--- config.mk ---
export PLATFORM = sky130hd
export DESIGN_NAME = int_to_float_pipe
export DESIGN_NICKNAME = d
export VERILOG_FILES = /design/src/rtl/int_to_float_pipe.sv
export SDC_FILE = /design/constraint.sdc
export NUM_CORES = 1
export LEC_CHECK = 0
export ABC_CLOCK_PERIOD_IN_PS = 2200
export CORE_AREA = 2 2 83 85
export CTS_CLUSTER_DIAMETER = 40
export DETAILED_ROUTE_END_ITERATION = 8
export DIE_AREA = 0 0 85 87
export GPL_ROUTABILITY_DRIVEN = 0
export GPL_TIMING_DRIVEN = 0
export HOLD_SLACK_MARGIN = 0.06
export PLACE_DENSITY = 0.76
export RECOVER_POWER = 100
export SYNTH_ARGS = -nofsm -noshare
export SYNTH_HDL_FRONTEND = slang
export SYNTH_SLANG_ARGS = --single-unit
--- constraint.sdc ---
create_clock -name clk -period 2.2 [get_ports clk]
set_clock_uncertainty 0.15 [all_clocks]
set_input_delay 0.44 -clock clk [delete_from_list [all_inputs] [get_ports clk]]
set_output_delay 0.44 -clock clk [all_outputs]
set_load 0.1 [all_outputs]
--- src/rtl/int_to_float_pipe.sv ---
// Integer (signed/unsigned, up to 32 bits) to IEEE-754 single converter, round-to-nearest-even, 2-cycle latency.
// Valid/ready on both sides, one result per cycle; a stalled output holds both stages and drops in_ready.
module int_to_float_pipe #(
    parameter int IN_W   = 16,
    parameter bit SIGNED = 1'b1
) (
    input  logic            clk,
    input  logic            rst,
    input  logic [IN_W-1:0] in_data,
    input  logic            in_valid,
    output logic            in_ready,
    output logic [31:0]     out_data,
    output logic            out_inexact,
    output logic            out_valid,
    input  logic            out_ready
);

    typedef struct packed {
        logic            sign;
        logic [IN_W-1:0] mag;
    } s1_t;

    typedef struct packed {
        logic [31:0] data;
        logic        inexact;
    } s2_t;

    logic        r_v1;
    logic        r_v2;
    s1_t         r_s1;
    s2_t         r_s2;

    logic        w_adv1;
    logic        w_adv2;
    logic        w_neg;
    s1_t         w_s1_nxt;
    logic [31:0] w_mag32;
    logic [4:0]  w_msb;
    logic [4:0]  w_shamt;
    logic [31:0] w_norm;
    logic [22:0] w_frac;
    logic        w_guard;
    logic        w_sticky;
    logic        w_rnd;
    logic [23:0] w_frac_rnd;
    logic [7:0]  w_exp;
    s2_t         w_s2_nxt;

    assign w_adv2   = !r_v2 || out_ready;
    assign w_adv1   = !r_v1 || w_adv2;
    assign in_ready = w_adv1;

    // IN_W-bit unsigned magnitude: the most negative input maps to 2^(IN_W-1) without overflow.
    assign w_neg = SIGNED & in_data[IN_W-1];

    always_comb begin
        w_s1_nxt      = '0;
        w_s1_nxt.sign = w_neg;
        w_s1_nxt.mag  = w_neg ? ((~in_data) + IN_W'(1)) : in_data;
    end

    assign w_mag32 = 32'(r_s1.mag);

    always_comb begin
        w_msb = '0;
        for (int i = 0; i < 32; i++) begin
            if (w_mag32[i]) begin
                w_msb = 5'(i);
            end
        end
    end

    // Leading one lands on bit 31; fraction, guard and sticky then sit at fixed positions.
    assign w_shamt    = 5'd31 - w_msb;
    assign w_norm     = w_mag32 << w_shamt;
    assign w_frac     = w_norm[30:8];
    assign w_guard    = w_norm[7];
    assign w_sticky   = |w_norm[6:0];
    assign w_rnd      = w_guard & (w_sticky | w_frac[0]);
    assign w_frac_rnd = {1'b0, w_frac} + {23'd0, w_rnd};
    assign w_exp      = 8'd127 + {3'd0, w_msb} + {7'd0, w_frac_rnd[23]};

    always_comb begin
        w_s2_nxt = '0;
        if (w_norm[31]) begin
            w_s2_nxt.data    = {r_s1.sign, w_exp, w_frac_rnd[22:0]};
            w_s2_nxt.inexact = w_guard | w_sticky;
        end
    end

    always_ff @(posedge clk or posedge rst) begin
        if (rst) begin
            r_v1 <= 1'b0;
            r_v2 <= 1'b0;
            r_s1 <= '0;
            r_s2 <= '0;
        end else begin
            if (w_adv1) begin
                r_v1 <= in_valid;
            end
            if (w_adv1 && in_valid) begin
                r_s1 <= w_s1_nxt;
            end
            if (w_adv2) begin
                r_v2 <= r_v1;
            end
            if (w_adv2 && r_v1) begin
                r_s2 <= w_s2_nxt;
            end
        end
    end

    assign out_valid   = r_v2;
    assign out_data    = r_s2.data;
    assign out_inexact = r_s2.inexact;

endmodule

==> results.py, run 1 <==
metrics = {
    "yosys": {
        "post_synth_mux_area_share": 0.0183,
        "synth_enable_flop_cells": 0,
        "post_synth_instance_area_um2": 3070,
        "main_combinational_cell_family_by_area_after_synthesis": "compound AO/OA/AOI/OAI gates",
        "synth.avg_cell_area_um2": 8.77,
        "yosysTopAreaCellShare": 0.342,
        "synth_simple_gate_area_frac": 0.182,
        "ys.warnings.count": 0,
        "synthArstFlopShare": 1.00,
        "ys_seq_elements": 42,
        "synth_xor_xnor_area_share": 0.0400,
        "synth.most_common_cell": "nand2_1",
        "synth_commonest_cells": "nand2_1, dfrtp_1, nor2_1, o21ai_0, inv_1",
        "synth-compound-area-share": 0.320,
        "synth.yosys.seq_area_share": 0.342,
        "yosysTopAreaCell": "dfrtp_1",
        "synth_fa_ha_area_frac": 0.0122,
        "post_synth_main_area_contributors": "dfrtp_1, nand2_1, o21ai_0",
        "synth-main-ff-cell": "dfrtp_1",
        "synth_cell_type_count": 70,
        "synth_cells": 350,
    },
    "worst_setup_path": {
        "critical_path_depth": 8,
        "cp-end-kind": "flip-flop",
        "crit_fanout": 4,
        "crit_buf_inv": 2,
        "critical_path_required_ns": 2.30,
        "path_common_cell": "buf_12",
        "timing.critical_path.max_delay_family": "compound AO/OA/AOI/OAI gates",
        "worst-endpoint-arrival_ns": 2.67,
        "timing.critical_path.slowest_stage_cell": "or4_4",
        "max_stage_delay_ns": 0.61,
        "criticalPathCategory": "reg -> reg",
        "r2r_cells": 8,
        "critical_path.cell_chain": "or4_4, o21ai_4, buf_12, buf_12, mux2i_4, o22ai_4, o32a_1, o21ai_1",
        "timing.critical_path.from_type": "flip-flop",
    },
    "clocking": {
        "clock-sinks": 42,
        "cts_buffers": 5,
        "htree_levels": 2,
        "cts_max_path_buffers": 2,
        "cts.root.buffer_cell": "clkbuf_8",
        "cts_tree": "yes",
        "worst_skew_pair.late_latency_ns": 0.32,
        "holdBufCountCts": 0,
        "clk_pin_slew_worst_paths_ns": 0.09,
    },
    "drt": {
        "dr.first_iter.drc_count": 373,
        "drc_errors": 0,
        "antenna_violating_nets_left": 0,
        "detail_route.vias_per_cell": 6.05,
        "dr_total_vias": 3312,
        "first_pass_drt_iterations": 5,
        "wl_per_cell_um": 19.4,
        "postRouteWirelength_um": 10600,
    },
    "layout": {
        "synthToLayoutAreaGrowth_pct": 48.4,
        "sequential_cell_area_in_the_final_layout_um2": 1070,
        "nFillCells": 500,
        "total_area_of_multi_input_combinational_cells_um2": 2190,
        "final_util": 0.694,
        "stdcell_area_um2": 4560,
        "nNetsFinal": 489,
        "final_layout_size_suffix_gt1_frac": 0.394,
        "antenna-diode-count": 0,
    },
    "power": {
        "seq_power_share": 0.217,
        "leakagePower_uw": 0.00190,
        "combinationalPowerShare": 0.677,
        "clkPwrFrac": 0.106,
        "report.power.total_uw": 5100,
        "cellPowerDensity_nw_per_um2": 1120,
        "switching_share": 0.544,
        "p_switching_uw": 2780,
        "peakVddDrop_v": 0.00116,
        "internal-power_uw": 2330,
    },
    "floorplan": {
        "io-pin-count": 55,
        "die_h_um": 87,
        "die_w_um": 85,
        "row_count": 30,
        "core_um2": 6570,
        "initial_core_utilization": 0.467,
        "die-area_um2": 7400,
    },
    "min_path": {
        "classification_of_the_worst_slack_hold_path": "in -> reg",
        "min_path_cells": 3,
    },
    "placement": {
        "dpl.hpwl_um": 5930,
        "placed_cell_area_um2": 3700,
        "place.port_buffers": 45,
        "dp_slack_ns": -0.752,
    },
    "flow_run": {
        "max_cap_viol_count": 0,
    },
    "timing": {
        "min_period_over_period": 1.17,
        "fin_ws_ns": -0.368,
        "worstMarginPinSlew_ns": 1.19,
        "setup_viol": 21,
        "final-hold-violation-count": 0,
        "timing.final.crit_period_ns": 2.57,
        "unrepaired_setup_endpoints_after_global_routing": "true",
        "report.final.slew_viol_count": 0,
        "fmax_ghz": 0.389,
        "timing.slew.headroom": 0.213,
        "finalHoldWorstSlack_ns": 0.279,
    },
    "status": {
        "status": "complete, but fails checks",
        "violations": "setup timing",
    },
    "grt": {
        "first_global_vias": 3026,
        "grt_overflow": 0,
        "antenna_violations_before_repair": 0,
        "grt_pass1_wl_um": 14800,
        "maximum_number_of_pins_on_one_net_before_global_route_repair": 43,
        "global_route.usage.total": 0.251,
    },
}
[through the flow]
| step | setup TNS [ns] | instances |
|---|---|---|
| 2_1_floorplan | -6.20 | 358 |
| 3_3_place_gp | -20.46 | 483 |
| 3_5_place_dp | -13.35 | 483 |
| 4_1_cts | -4.88 | 524 |
| 5_1_grt | -7.47 | 547 |
| 6_report | -5.49 | 547 |
[layer usage]
layer,routed length (µm),GRT usage,share of wire
met1,3930,0.281,0.37
met4,558,0.127,0.053
met2,5330,0.457,0.50
met5,0,0,0
met3,778,0.0455,0.073
[logic make-up (layout without fill, tap and decap cells)]
| family | count (synthesis) | after routing |
|---|---|---|
| other | 1 | 9 |
| buffers and inverters | 47 | 156 |
| and+or+nand+nor | 119 | 119 |
| AOI/OAI and AO/OA | 119 | 119 |
| muxes | 5 | 5 |
| DFF | 42 | 42 |
| xor gates and xnor gates | 14 | 14 |
| adders and majority gates | 3 | 3 |
[registers in the layout (all words and copies together), names as in the netlist]
name	count
out_data	23
out_valid	1
r_s1	17
r_v1	1
[area by class of cell]
cell class | count | share of cell area
Buffer | 26 | 0.0420
Clock buffer | 6 | 0.0181
Clock inverter | 2 | 0.00275
Inverter | 17 | 0.0146
Multi-Input combinational cell | 269 | 0.481
Sequential cell | 42 | 0.234
Tap cell | 80 | 0.0220
Timing Repair Buffer | 105 | 0.186
[power groups by stage]
stage	Sequential (µW)	Combinational [µW]	Clock [µW]
floorplan	2120	1150	0
global placement	1110	2730	0
detailed placement	1120	2760	0
CTS	1100	3050	539
global route	1130	3580	577
finish	1110	3450	542
[cells in the final DEF (no fill, tap or decap), types with 4 or more instances in the layout]
cell	n
dfrtp_2	9
dlygate4sd2_1	4
o31ai_4	4
conb_1	9
nand2_1	50
buf_4	56
o21ai_1	10
nor2_2	7
o211ai_1	11
o31ai_2	5
nand2b_1	6
clkbuf_2	4
clkbuf_1	29
o21ai_0	15
o21ai_2	5
nor2_1	19
xor2_1	12
clkdlybuf4s50_1	9
dfrtp_1	32
buf_12	5
inv_1	14
buf_6	13
clkbuf_8	6
a21oi_1	13
or3_4	5
[tightest hold or removal path, stage by stage]
cell and delay, ns:
buf_2 0.11, inv_1 0.07, o21ai_0 0.08
[path summary, 6_finish.rpt]
check	endpoint	slack [ns]	from
worst max-delay path	out_data[12]	-0.37	r_s1[13]
worst min-delay path	r_s1[0]	0.28	in_data[0]
worst max register to register	out_data[12]	-0.37	r_s1[13]
worst min register to register	out_data[31]	0.33	out_data[31]
max in group asynchronous	out_valid	0.69	rst
min in group asynchronous	r_s1[16]	0.60	rst
[repair_timing]
item | in CTS | in global routing
resized for setup | 96 | 55
cloned | 1 | 0
setup endpoints to repair | 55 | 31
setup buffers | 35 | 25
pin swaps | 31 | 35
(Power assumes the default switching activity.)
==> run 2: changes to the inputs <==
- SLEW_MARGIN: default -> 20
==> run 2 against run 1 <==
  * The flow still finishes with violations (setup timing)
  * Register-to-register slack worse by 0.03 ns
  * Final area down 6.3%
  * Sequential share of layout area up 1.5 points
  * First-iteration DRC count down 24%
  * Setup slack worse by 0.031 ns
  * Flip-flop and latch count unchanged
  * Routed wire length down 7.7%
  * Clock power down 0.7%
  * Via count down 2.7%
  * Combinational power down 8.1%
  * Non-clock buffer count down 20
  * Critical path type unchanged
  * Critical endpoint is now out_data[21]
  * Largest power group unchanged
==> results.py, run 2 (synthesis gave the netlist of run 1 again) <==
metrics = {
    "status": {
        "status": "complete, but fails checks",
        "violations": "setup timing",
    },
    "worst_setup_path": {
        "critical_path.cell_chain": "nor2_1, o21ai_4, inv_4, buf_4, nor2_1, mux2_4, a2111oi_4, o22a_1",
        "timing.critical_path.slowest_stage_cell": "dfrtp_1",
        "timing.critical_path.from_type": "flip-flop",
        "r2r-start": "r_s1[15]",
        "crit_buf_inv": 2,
        "ff2ff_setup_slack_ns": -0.40,
        "timing.critical_path.max_delay_family": "compound AO/OA/AOI/OAI gates",
        "criticalPathCategory": "reg -> reg",
        "r2r_cells": 8,
        "worst-endpoint-arrival_ns": 2.69,
        "path_common_cell": "nor2_1",
        "worstReg2RegEnd": "out_data[21]",
        "critical_path_required_ns": 2.30,
        "cp-end-kind": "flip-flop",
        "max_stage_delay_ns": 0.59,
        "crit_fanout": 10,
    },
    "placement": {
        "place.port_buffers": 45,
        "dp_slack_ns": -0.730,
        "dpl.hpwl_um": 6050,
    },
    "grt": {
        "maximum_number_of_pins_on_one_net_before_global_route_repair": 25,
        "antenna_violations_before_repair": 0,
        "first_global_vias": 3013,
        "grt_pass1_wl_um": 14100,
        "grt_overflow": 0,
        "global_route.usage.total": 0.238,
    },
    "drt": {
        "dr.first_iter.drc_count": 283,
        "wl_per_cell_um": 18.6,
        "postRouteWirelength_um": 9780,
        "first_pass_drt_iterations": 6,
        "antenna_violating_nets_left": 0,
        "drc_errors": 0,
        "dr_total_vias": 3223,
        "detail_route.vias_per_cell": 6.12,
    },
    "min_path": {
        "classification_of_the_worst_slack_hold_path": "in -> reg",
        "worstHoldStart": "in_data[0]",
        "min_path_cells": 3,
        "hold-path-endpoint": "r_s1[0]",
    },
    "timing": {
        "min_period_over_period": 1.18,
        "report.final.slew_viol_count": 0,
        "fin_ws_ns": -0.399,
        "timing.final.crit_period_ns": 2.60,
        "worstMarginPinSlew_ns": 1.18,
        "timing.slew.headroom": 0.215,
        "unrepaired_setup_endpoints_after_global_routing": "true",
        "final-hold-violation-count": 0,
        "fin_setup_tns_ns": -6.24,
        "fmax_ghz": 0.385,
        "setup_viol": 21,
    },
    "layout": {
        "final_util": 0.650,
        "leading_cell_types_in_the_layout_fill_and_taps_excluded": "nand2_1, buf_4, dfrtp_1",
        "largest_register_ff_count": 23,
        "final_layout_size_suffix_gt1_frac": 0.336,
        "antenna-diode-count": 0,
        "nFillCells": 535,
        "sequential_cell_area_in_the_final_layout_um2": 1060,
        "total_area_of_multi_input_combinational_cells_um2": 2120,
        "synthToLayoutAreaGrowth_pct": 39.1,
        "layout.cells.most_common": "nand2_1",
        "nNetsFinal": 469,
    },
    "power": {
        "leakagePower_uw": 0.00178,
        "peakVddDrop_v": 0.00108,
        "cellPowerDensity_nw_per_um2": 1130,
    },
    "flow_run": {
        "max_cap_viol_count": 0,
    },
    "clocking": {
        "worst_skew_pair.late_latency_ns": 0.30,
        "clock-sinks": 42,
        "htree_levels": 2,
        "cts.root.buffer_cell": "clkbuf_8",
        "clk_pin_slew_worst_paths_ns": 0.08,
        "cts_tree": "yes",
        "cts_max_path_buffers": 2,
        "cts_buffers": 5,
        "holdBufCountCts": 0,
    },
    "floorplan": {
        "die_h_um": 87,
        "io-pin-count": 55,
        "core_um2": 6570,
        "row_count": 30,
        "die_w_um": 85,
        "die-area_um2": 7400,
        "initial_core_utilization": 0.467,
    },
}
==> run 2: changes by cell type in the layout (fill, tap and decap cells not counted), moves of 4 or more <==
cell,change
buf_4,-11
buf_12,-4
nor2_1,+4
buf_6,-7
nor2_2,-4
==> run 2: layer usage <==
layer	vias up	GRT usage	routed length, µm
li1	1453	-	-
met2	192	0.433	4900
met3	71	0.0474	759
met5	-	0	0
met4	0	0.118	568
met1	1507	0.264	3550
==> run 2: where the power goes <==
group          internal [µW]  switching [µW]  total [µW]
Combinational            942            2230        3170
Clock                    253             286         538
Sequential               965             147        1110
Total                   2160            2660        4820
==> run 2: how the worst max path moves through the flow <==
stage,startpoint,end,slack [ns],depth (start not counted)
detailed placement,in_data[2],r_s1[13],-0.73,7
global route,r_s1[15],out_data[15],-0.43,7
CTS,r_s1[13],out_data[21],-0.26,6
finish,r_s1[15],out_data[21],-0.40,8
global placement,in_data[2],r_s1[13],-0.72,7
floorplan,out_valid,r_s1[16],-0.24,3
==> run 2: final cells by class <==
cell class / count / area share
buffer: 27 / 0.0466
clock buffer: 6 / 0.0193
clock inverter: 2 / 0.00293
inverter: 17 / 0.0155
multi-input combinational: 269 / 0.496
sequential: 42 / 0.249
tap: 80 / 0.0234
timing repair buffer: 84 / 0.147
==> run 2: worst min-delay path: stages <==
cell and delay (ns):
buf_6 0.09, inv_1 0.07, o21ai_0 0.08
==> run 2: metrics by stage <==
stage               cells  cell area (µm²)  power [µW]  hold WS (ns)
floorplan             358             3150        3260         0.331
global placement      483             3700        3840         0.315
detailed placement    484             3730        3880         0.327
CTS                   518             4150        4550         0.283
global route          527             4270        4990         0.310
finish                527             4270        4820         0.274
==> run 2: what timing repair did <==
item | in CTS | in global routing
pin swaps | 31 | 14
hold endpoints to repair | 0 | 0
gates resized for setup | 84 | 43
buffers inserted | 29 | 7
cloned | 0 | 2
setup endpoints to repair | 54 | 28
==> run 3: changes to the inputs <==
- CORE_AREA: 2 2 83 85 -> 8 8 89 91
- CTS_CLUSTER_DIAMETER: 40 -> default
- DIE_AREA: 0 0 85 87 -> 0 0 97 99
==> run 3 against run 2 <==
  * The run ends with DRC, setup timing left
  * Final cell count is 3.6% higher
  * Clock power fell by 3%
  * Largest power group unchanged
  * Highest routed layer unchanged
  * Register-to-register slack improved by 0.06 ns
  * Flip-flop and latch count is the same
  * Final area rose by 5.7%
  * Largest cell class unchanged
==> results.py, run 3 (synthesis gave the netlist of run 1 again) <==
metrics = {
    "layout": {
        "layout.cells.most_common": "buf_4",
        "nFillCells": 500,
        "synthToLayoutAreaGrowth_pct": 47.1,
        "antenna-diode-count": 0,
        "leading_cell_types_in_the_layout_fill_and_taps_excluded": "buf_4, nand2_1, dfrtp_1",
        "total_area_of_multi_input_combinational_cells_um2": 2160,
        "largest_register_ff_count": 23,
        "nNetsFinal": 488,
        "final_layout_size_suffix_gt1_frac": 0.369,
        "sequential_cell_area_in_the_final_layout_um2": 1060,
        "layoutNonFillerInstCount": 546,
    },
    "timing": {
        "fin_ws_ns": -0.343,
        "report.final.slew_viol_count": 0,
        "unrepaired_setup_endpoints_after_global_routing": "true",
        "setup_viol": 23,
        "worstMarginPinSlew_ns": 1.18,
        "timing.slew.headroom": 0.216,
        "fmax_ghz": 0.393,
        "final-hold-violation-count": 0,
        "timing.final.crit_period_ns": 2.54,
        "min_period_over_period": 1.16,
    },
    "grt": {
        "maximum_number_of_pins_on_one_net_before_global_route_repair": 25,
        "global_route.usage.total": 0.197,
        "first_global_vias": 3261,
        "grt_pass1_wl_um": 15900,
        "antenna_violations_before_repair": 0,
        "grt_overflow": 0,
    },
    "drt": {
        "dr_total_vias": 3271,
        "dr.first_iter.drc_count": 336,
        "detail_route.vias_per_cell": 5.99,
        "wl_per_cell_um": 18.9,
        "first_pass_drt_iterations": 8,
        "postRouteWirelength_um": 10300,
        "drc_errors": 2,
        "antenna_violating_nets_left": 0,
    },
    "placement": {
        "place.port_buffers": 45,
        "dpl.hpwl_um": 6370,
        "placedCellCount": 484,
    },
    "power": {
        "clkPwrFrac": 0.105,
        "p_switching_uw": 2710,
        "seq_power_share": 0.222,
        "internal-power_uw": 2280,
        "cellPowerDensity_nw_per_um2": 1110,
        "switching_share": 0.543,
        "combinationalPowerShare": 0.673,
        "leakagePower_uw": 0.00191,
        "report.power.total_uw": 4990,
        "peakVddDrop_v": 0.00106,
    },
    "worst_setup_path": {
        "r2r_cells": 7,
        "crit_fanout": 5,
        "timing.critical_path.from_type": "flip-flop",
        "cp-end-kind": "flip-flop",
        "worst-endpoint-arrival_ns": 2.64,
        "criticalPathCategory": "reg -> reg",
        "critical_path_required_ns": 2.29,
    },
    "clocking": {
        "cts_max_path_buffers": 2,
        "worst_skew_pair.late_latency_ns": 0.30,
        "clk_pin_slew_worst_paths_ns": 0.08,
        "htree_levels": 2,
        "cts_buffers": 5,
        "cts_tree": "yes",
        "clock-sinks": 42,
        "cts.root.buffer_cell": "clkbuf_8",
    },
    "status": {
        "violations": "DRC, setup timing",
        "status": "complete, but fails checks",
    },
    "min_path": {
        "min_path_cells": 3,
        "classification_of_the_worst_slack_hold_path": "in -> reg",
    },
    "floorplan": {
        "core_um2": 6570,
        "row_count": 30,
        "io-pin-count": 55,
        "die_w_um": 97,
        "initial_core_utilization": 0.467,
        "die_h_um": 99,
        "die-area_um2": 9600,
    },
    "flow_run": {
        "max_cap_viol_count": 0,
    },
}
==> run 3: final timing paths <==
check	slack (ns)	start	endpoint
setup / recovery	-0.34	r_s1[7]	out_data[20]
hold / removal	0.33	in_data[1]	r_s1[1]
setup reg to reg	-0.34	r_s1[7]	out_data[20]
hold reg to reg	0.34	out_data[10]	out_data[10]
max in group asynchronous	0.32	rst	out_valid
min in group asynchronous	0.52	rst	r_s1[11]
==> run 3: repair_timing <==
item | 4_1_cts | 5_1_grt
hold buffers | 0 | 0
endpoints found under the hold margin | 0 | 0
pin swaps | 31 | 37
setup endpoints to repair | 54 | 29
cloned | 3 | 0
gates resized for setup | 94 | 47
buffers inserted | 35 | 20
==> run 3: layer usage <==
layer  GRT usage  vias up  share of wire
met5           0        -              0
met4       0.105        0          0.040
met3      0.0553       52          0.079
met2       0.340      185           0.51
met1       0.214     1533           0.37
li1            -     1501              -
==> run 3: area by class of cell <==
cell class / count / area share
multi-input cells: 270 / 0.479
flip-flops and latches: 42 / 0.236
repair buffers: 103 / 0.186
plain buffers: 26 / 0.0424
well taps: 80 / 0.0222
clock buffers: 7 / 0.0191
inverters: 17 / 0.0147
clock inverters: 1 / 0.00111
==> run 3: power by group through the flow <==
stage                     Clock [µW]  Sequential [µW]  Combinational [µW]
after floorplan                    0             2120                1150
after global placement             0             1110                2750
after detailed placement           0             1120                2780
after CTS                        526             1100                3070
after global routing             553             1130                3500
final                            523             1110                3360
==> run 3: worst max-delay path, stage by stage (launching register included) <==
cell,delay (ns)
dfrtp_2,0.41
or4_4,0.61
o21a_4,0.26
buf_6,0.14
o211ai_1,0.37
o221ai_2,0.23
a21oi_2,0.19
o32a_1,0.14
==> run 3: metrics by stage <==
stage	setup TNS [ns]	utilization	instance area, µm²	setup WS, ns	hold WS, ns
final	-5.36	0.687	4510	-0.343	0.325
after global routing	-7.04	0.687	4510	-0.397	0.338
after CTS	-4.46	0.651	4270	-0.257	0.283
after detailed placement	-13.59	0.567	3730	-0.803	0.322
after global placement	-20.11	0.563	3700	-0.729	0.315
after floorplan	-6.20	-	3150	-0.235	0.331
==> RTL change 1, RTL diff (settings of run 1) <==
Reset style: synchronous (`rst`), changed in one clocked block.
--- a/src/rtl/int_to_float_pipe.sv
+++ b/src/rtl/int_to_float_pipe.sv
@@ -88,7 +88,7 @@
         end
     end
 
-    always_ff @(posedge clk or posedge rst) begin
+    always_ff @(posedge clk) begin
         if (rst) begin
             r_v1 <= 1'b0;
             r_v2 <= 1'b0;
Formal check against the unedited RTL: differs if rst is asserted again (counterexample within 4 cycles, from zero or initial values and one cycle with rst high); with rst held inactive, the same outputs for 10 cycles.
==> RTL change 1 against run 1 <==
- the run still ends with setup timing left
- area after synthesis fell by 11%
- critical path depth rose by 1
- sequential cell count did not move
- setup slack improved by 0.0052 ns
- sequential share of layout area fell by 1.3 points
- cell count fell by 5.3%
- design area fell by 14%
- highest routed layer unchanged
- wire length fell by 20%
Power is not compared: it rests on default switching activity, and its combinational part moved more than twofold at a synthesized area within 25%.
==> RTL change 1: results (changes against run 1) <==
worst hold endpoint=out_data[12]$_SDFFE_PP0P_ (was r_s1[0]$_DFFE_PP0P_); Compound-Gate Fraction of Synth Area=28.4% (was 32.0%); worst r2r dst=out_data[18]$_SDFFE_PP0P_ (was out_data[12]$_DFFE_PP0P_); detailed placement HPWL=5450 um (was 5930 um); adder-cell share of the synthesized area=1.38% (was 1.22%); Cells after Synth=352 (was 350); Top FF cell, synth=dfxtp_1 (was dfrtp_1); Routed WL per cell=16.4 um (was 19.4 um); ranking of synthesized cells by area=dfxtp_1 31%, nor2_1 6.9%, a21oi_1 5.0%, nand2_1 4.8%, mux2i_1 4.8% (was dfrtp_1 34%, nand2_1 6.1%, o21ai_0 4.2%, nor2_1 3.4%, xor2_1 3.4%); Slew headroom=21.7% (was 21.3%); hold_sp=out_data[12]$_SDFFE_PP0P_ (was in_data[0]); CP endpoint=out_data[18]$_SDFFE_PP0P_ (was out_data[12]$_DFFE_PP0P_); setup fix buffers added after clock tree synthesis=24 (was 35); vias in the first global route=2841 (was 3026); TNS Setup=-4.97 ns (was -5.49 ns); fraction of synthesized cell area in xor and xnor cells=4.49% (was 4.00%); initial DRC count=319 (was 373); top cells by count, synth=50 x nor2_1, 42 x dfxtp_1, 35 x nand2_1 (was 50 x nand2_1, 42 x dfrtp_1, 28 x nor2_1); failing checks=setup timing (unchanged); grt met1 use=26.0% (was 28.1%); Final Non-Filler Cells=518 (was 547); Netlist cell types=55 (was 70); final setup margin=-0.363 ns (was -0.368 ns); Critical Path Start=r_s1[2]$_SDFFE_PP0P_ (was r_s1[13]$_DFFE_PP0P_); outcome=complete, but fails checks (unchanged); Crit path largest cell delay=0.36 ns (was 0.61 ns); pin count of the biggest net entering global routing=14 (was 43); final setup vio count=21 (unchanged); first-pass GRT wire length=13300 um (was 14800 um); mux cell area share after synthesis=7.34% (was 1.83%); R2R depth=9 (was 8); most frequent cell after synthesis=nor2_1 (was nand2_1); via count=3039 (was 3312); total placed cells including tap cells=485 (was 483); Slowest cell on crit path=a221o_1 (was or4_4); M3 GR Usage=4.08% (was 4.55%); pre-CTS setup slack=-0.640 ns (was -0.752 ns); Seq. pwr=872 uW; TritonRoute pass-1 iters=6 (was 5); share of synthesized flip-flops with an asynchronous set or reset=0% (was 100%); gr usage total=21.9% (was 25.1%); cts repair resizes=111 (was 96); crit path max fanout=7 (was 4); HP Class=reg -> reg (was in -> reg); layout cell share with drive strength beyond 1=29.9% (was 39.4%); WHS Path Cells=2 (was 3); placed cell areas=3390 um^2 (was 3700 um^2); Hold Slack=0.293 ns (was 0.279 ns); sequential element share of the synthesized area=30.8% (was 34.2%)
RTL change 1: changes by cell type in the layout (fill, tap and decap cells not counted), sizes merged, moves of 5 or more:
cell,before,now
mux2i,3,15
buf,78,45
dfxtp,0,42
nand2,52,35
a21oi,15,28
nor2,28,50
a211oi,1,16
o21ai,33,19
o211ai,12,6
o21a,5,0
dfrtp,42,0
RTL change 1: area by class of cell:
cell class	count	area [um^2]
Clock buffer	7	86.3
Fill cell	556	2630
Tap cell	80	100
Clock inverter	1	8.76
Sequential cell	42	871
Buffer	29	198
Inverter	12	47.5
Timing Repair Buffer	73	524
Multi-Input combinational cell	274	2100
RTL change 1: metal layers:
| layer | up-vias | part of all wire (%) |
|---|---|---|
| li1 | 1437 | - |
| met4 | 0 | 5.2 |
| met5 | - | 0 |
| met1 | 1381 | 40 |
| met3 | 49 | 7.2 |
| met2 | 172 | 47 |
==> RTL change 2, RTL diff (flow settings as in run 1) <==
Without the edit above. Change the parameter `SIGNED` from 1'b1 to 1'b0.
--- a/src/rtl/int_to_float_pipe.sv
+++ b/src/rtl/int_to_float_pipe.sv
@@ -2,7 +2,7 @@
 // Valid/ready on both sides, one result per cycle; a stalled output holds both stages and drops in_ready.
 module int_to_float_pipe #(
     parameter int IN_W   = 16,
-    parameter bit SIGNED = 1'b1
+    parameter bit SIGNED = 1'b0
 ) (
     input  logic            clk,
     input  logic            rst,
Check against the original RTL: not equivalent (Yosys sat finds a counterexample within 4 cycles, from zero or initial values and one cycle with rst high).
==> RTL change 2 against run 1 <==
- the run still ends with setup timing left
- count of clock-buffer cells in the layout did not move
- sequential share of layout area is 2.1 points higher
- die area is the same
- sequential cell count shrank 2
- wire length fell by 18%
- power shrank 18%
- worst hold slack improved by 0.059 ns
- design area fell by 13%
- setup slack got worse by 0.16 ns
- area after synthesis is 12% lower
- critical endpoint is now out_data[21]$_DFFE_PP0P_
==> RTL change 2: results (changes against run 1) <==
HP Class=reg -> reg (was in -> reg); final setup vio count=22 (was 21); WHS Path Cells=2 (was 3); clk_lat worst skew=0.30 ns (was 0.32 ns); # fillers=554 (was 500); initial DRC count=300 (was 373); Critical Path Start=r_s1[8]$_DFFE_PP0P_ (was r_s1[13]$_DFFE_PP0P_); failing checks=setup timing (unchanged); max reg flops=22 (was 23); vias in the first global route=2588 (was 3026); worst r2r dst=out_data[21]$_DFFE_PP0P_ (was out_data[12]$_DFFE_PP0P_); M3 GR Usage=4.08% (was 4.55%); Crit path largest cell delay=0.43 ns (was 0.61 ns); worst hold endpoint=out_data[23]$_DFFE_PP0P_ (was r_s1[0]$_DFFE_PP0P_); pre-CTS setup slack=-0.719 ns (was -0.752 ns); crit path max fanout=5 (was 4); detailed placement HPWL=5250 um (was 5930 um); Total Wirelength=8670 um (was 10600 um); Worst Max-Slew Pin Slew=1.20 ns (was 1.19 ns); inverters=12 (was 17); grt met1 use=25.7% (was 28.1%); layout cell share with drive strength beyond 1=39.7% (was 39.4%); synthesized flop and latch total=40 (was 42); final setup margin=-0.524 ns (was -0.368 ns); Design Area, Final=3950 um^2 (was 4560 um^2); final layout net count=406 (was 489); buffers added on ports=44 (was 45); Layout clock area frac=2.72% (was 2.09%); outcome=complete, but fails checks (unchanged); TritonRoute pass-1 iters=7 (was 5); pin count of the biggest net entering global routing=41 (was 43); TNS Setup=-7.83 ns (was -5.49 ns); ranking of synthesized cells by area=dfrtp_1 37%, mux2_2 8.3%, nor2_1 4.0%, nand2_1 3.3%, a2111oi_4 3.0% (was dfrtp_1 34%, nand2_1 6.1%, o21ai_0 4.2%, nor2_1 3.4%, xor2_1 3.4%); Leak=1.62 nW (was 1.90 nW); worst IR drop on VDD=0.583 mV (was 1.16 mV); first-pass GRT wire length=12500 um (was 14800 um); CP arrival=2.74 ns (was 2.67 ns); gr usage total=21.2% (was 25.1%); Slowest cell on crit path=dfrtp_1 (was or4_4); sequential cell area=1010 um^2 (was 1070 um^2); Hold Slack=0.337 ns (was 0.279 ns); Buffers excl. clock=110 (was 131); total placed cells including tap cells=421 (was 483); top cells by count, synth=40 x dfrtp_1, 29 x nor2_1, 24 x nand2_1 (was 50 x nand2_1, 42 x dfrtp_1, 28 x nor2_1); Final Non-Filler Cells=465 (was 547)
RTL change 2: routing by layer:
layer	up-vias	share of wire, %
li1	1235	-
met5	-	0
met4	0	4.2
met3	47	9.0
met2	193	51
met1	1353	36
RTL change 2: logic make-up (layout without fill, tap and decap cells):
family	Yosys count	count (layout)	synth area share [%]
buffers and inverters	43	130	8.26
xor gates and xnor gates	1	1	0.323
adders and majority gates	2	2	0.923
DFF	40	40	36.9
AOI/OAI and AO/OA	90	91	27.2
other	1	10	0.138
and+or+nand+nor	86	86	15.5
muxes	25	25	10.7
RTL change 2: power by group through the flow:
stage	clock (mW)	sequential [mW]	combinational [mW]
floorplan	0	1.85	0.951
CTS	0.613	1.02	2.37
global route	0.649	1.08	2.59
detailed placement	0	1.03	2.28
finish	0.614	1.06	2.51
global placement	0	1.02	2.26
RTL change 2: what timing repair did:
item	CTS	global route
hold endpoints to repair	0	0
buffers inserted	22	19
gates resized for setup	58	41
pin swaps	14	19
setup endpoints to repair	47	23
gates cloned	1	0
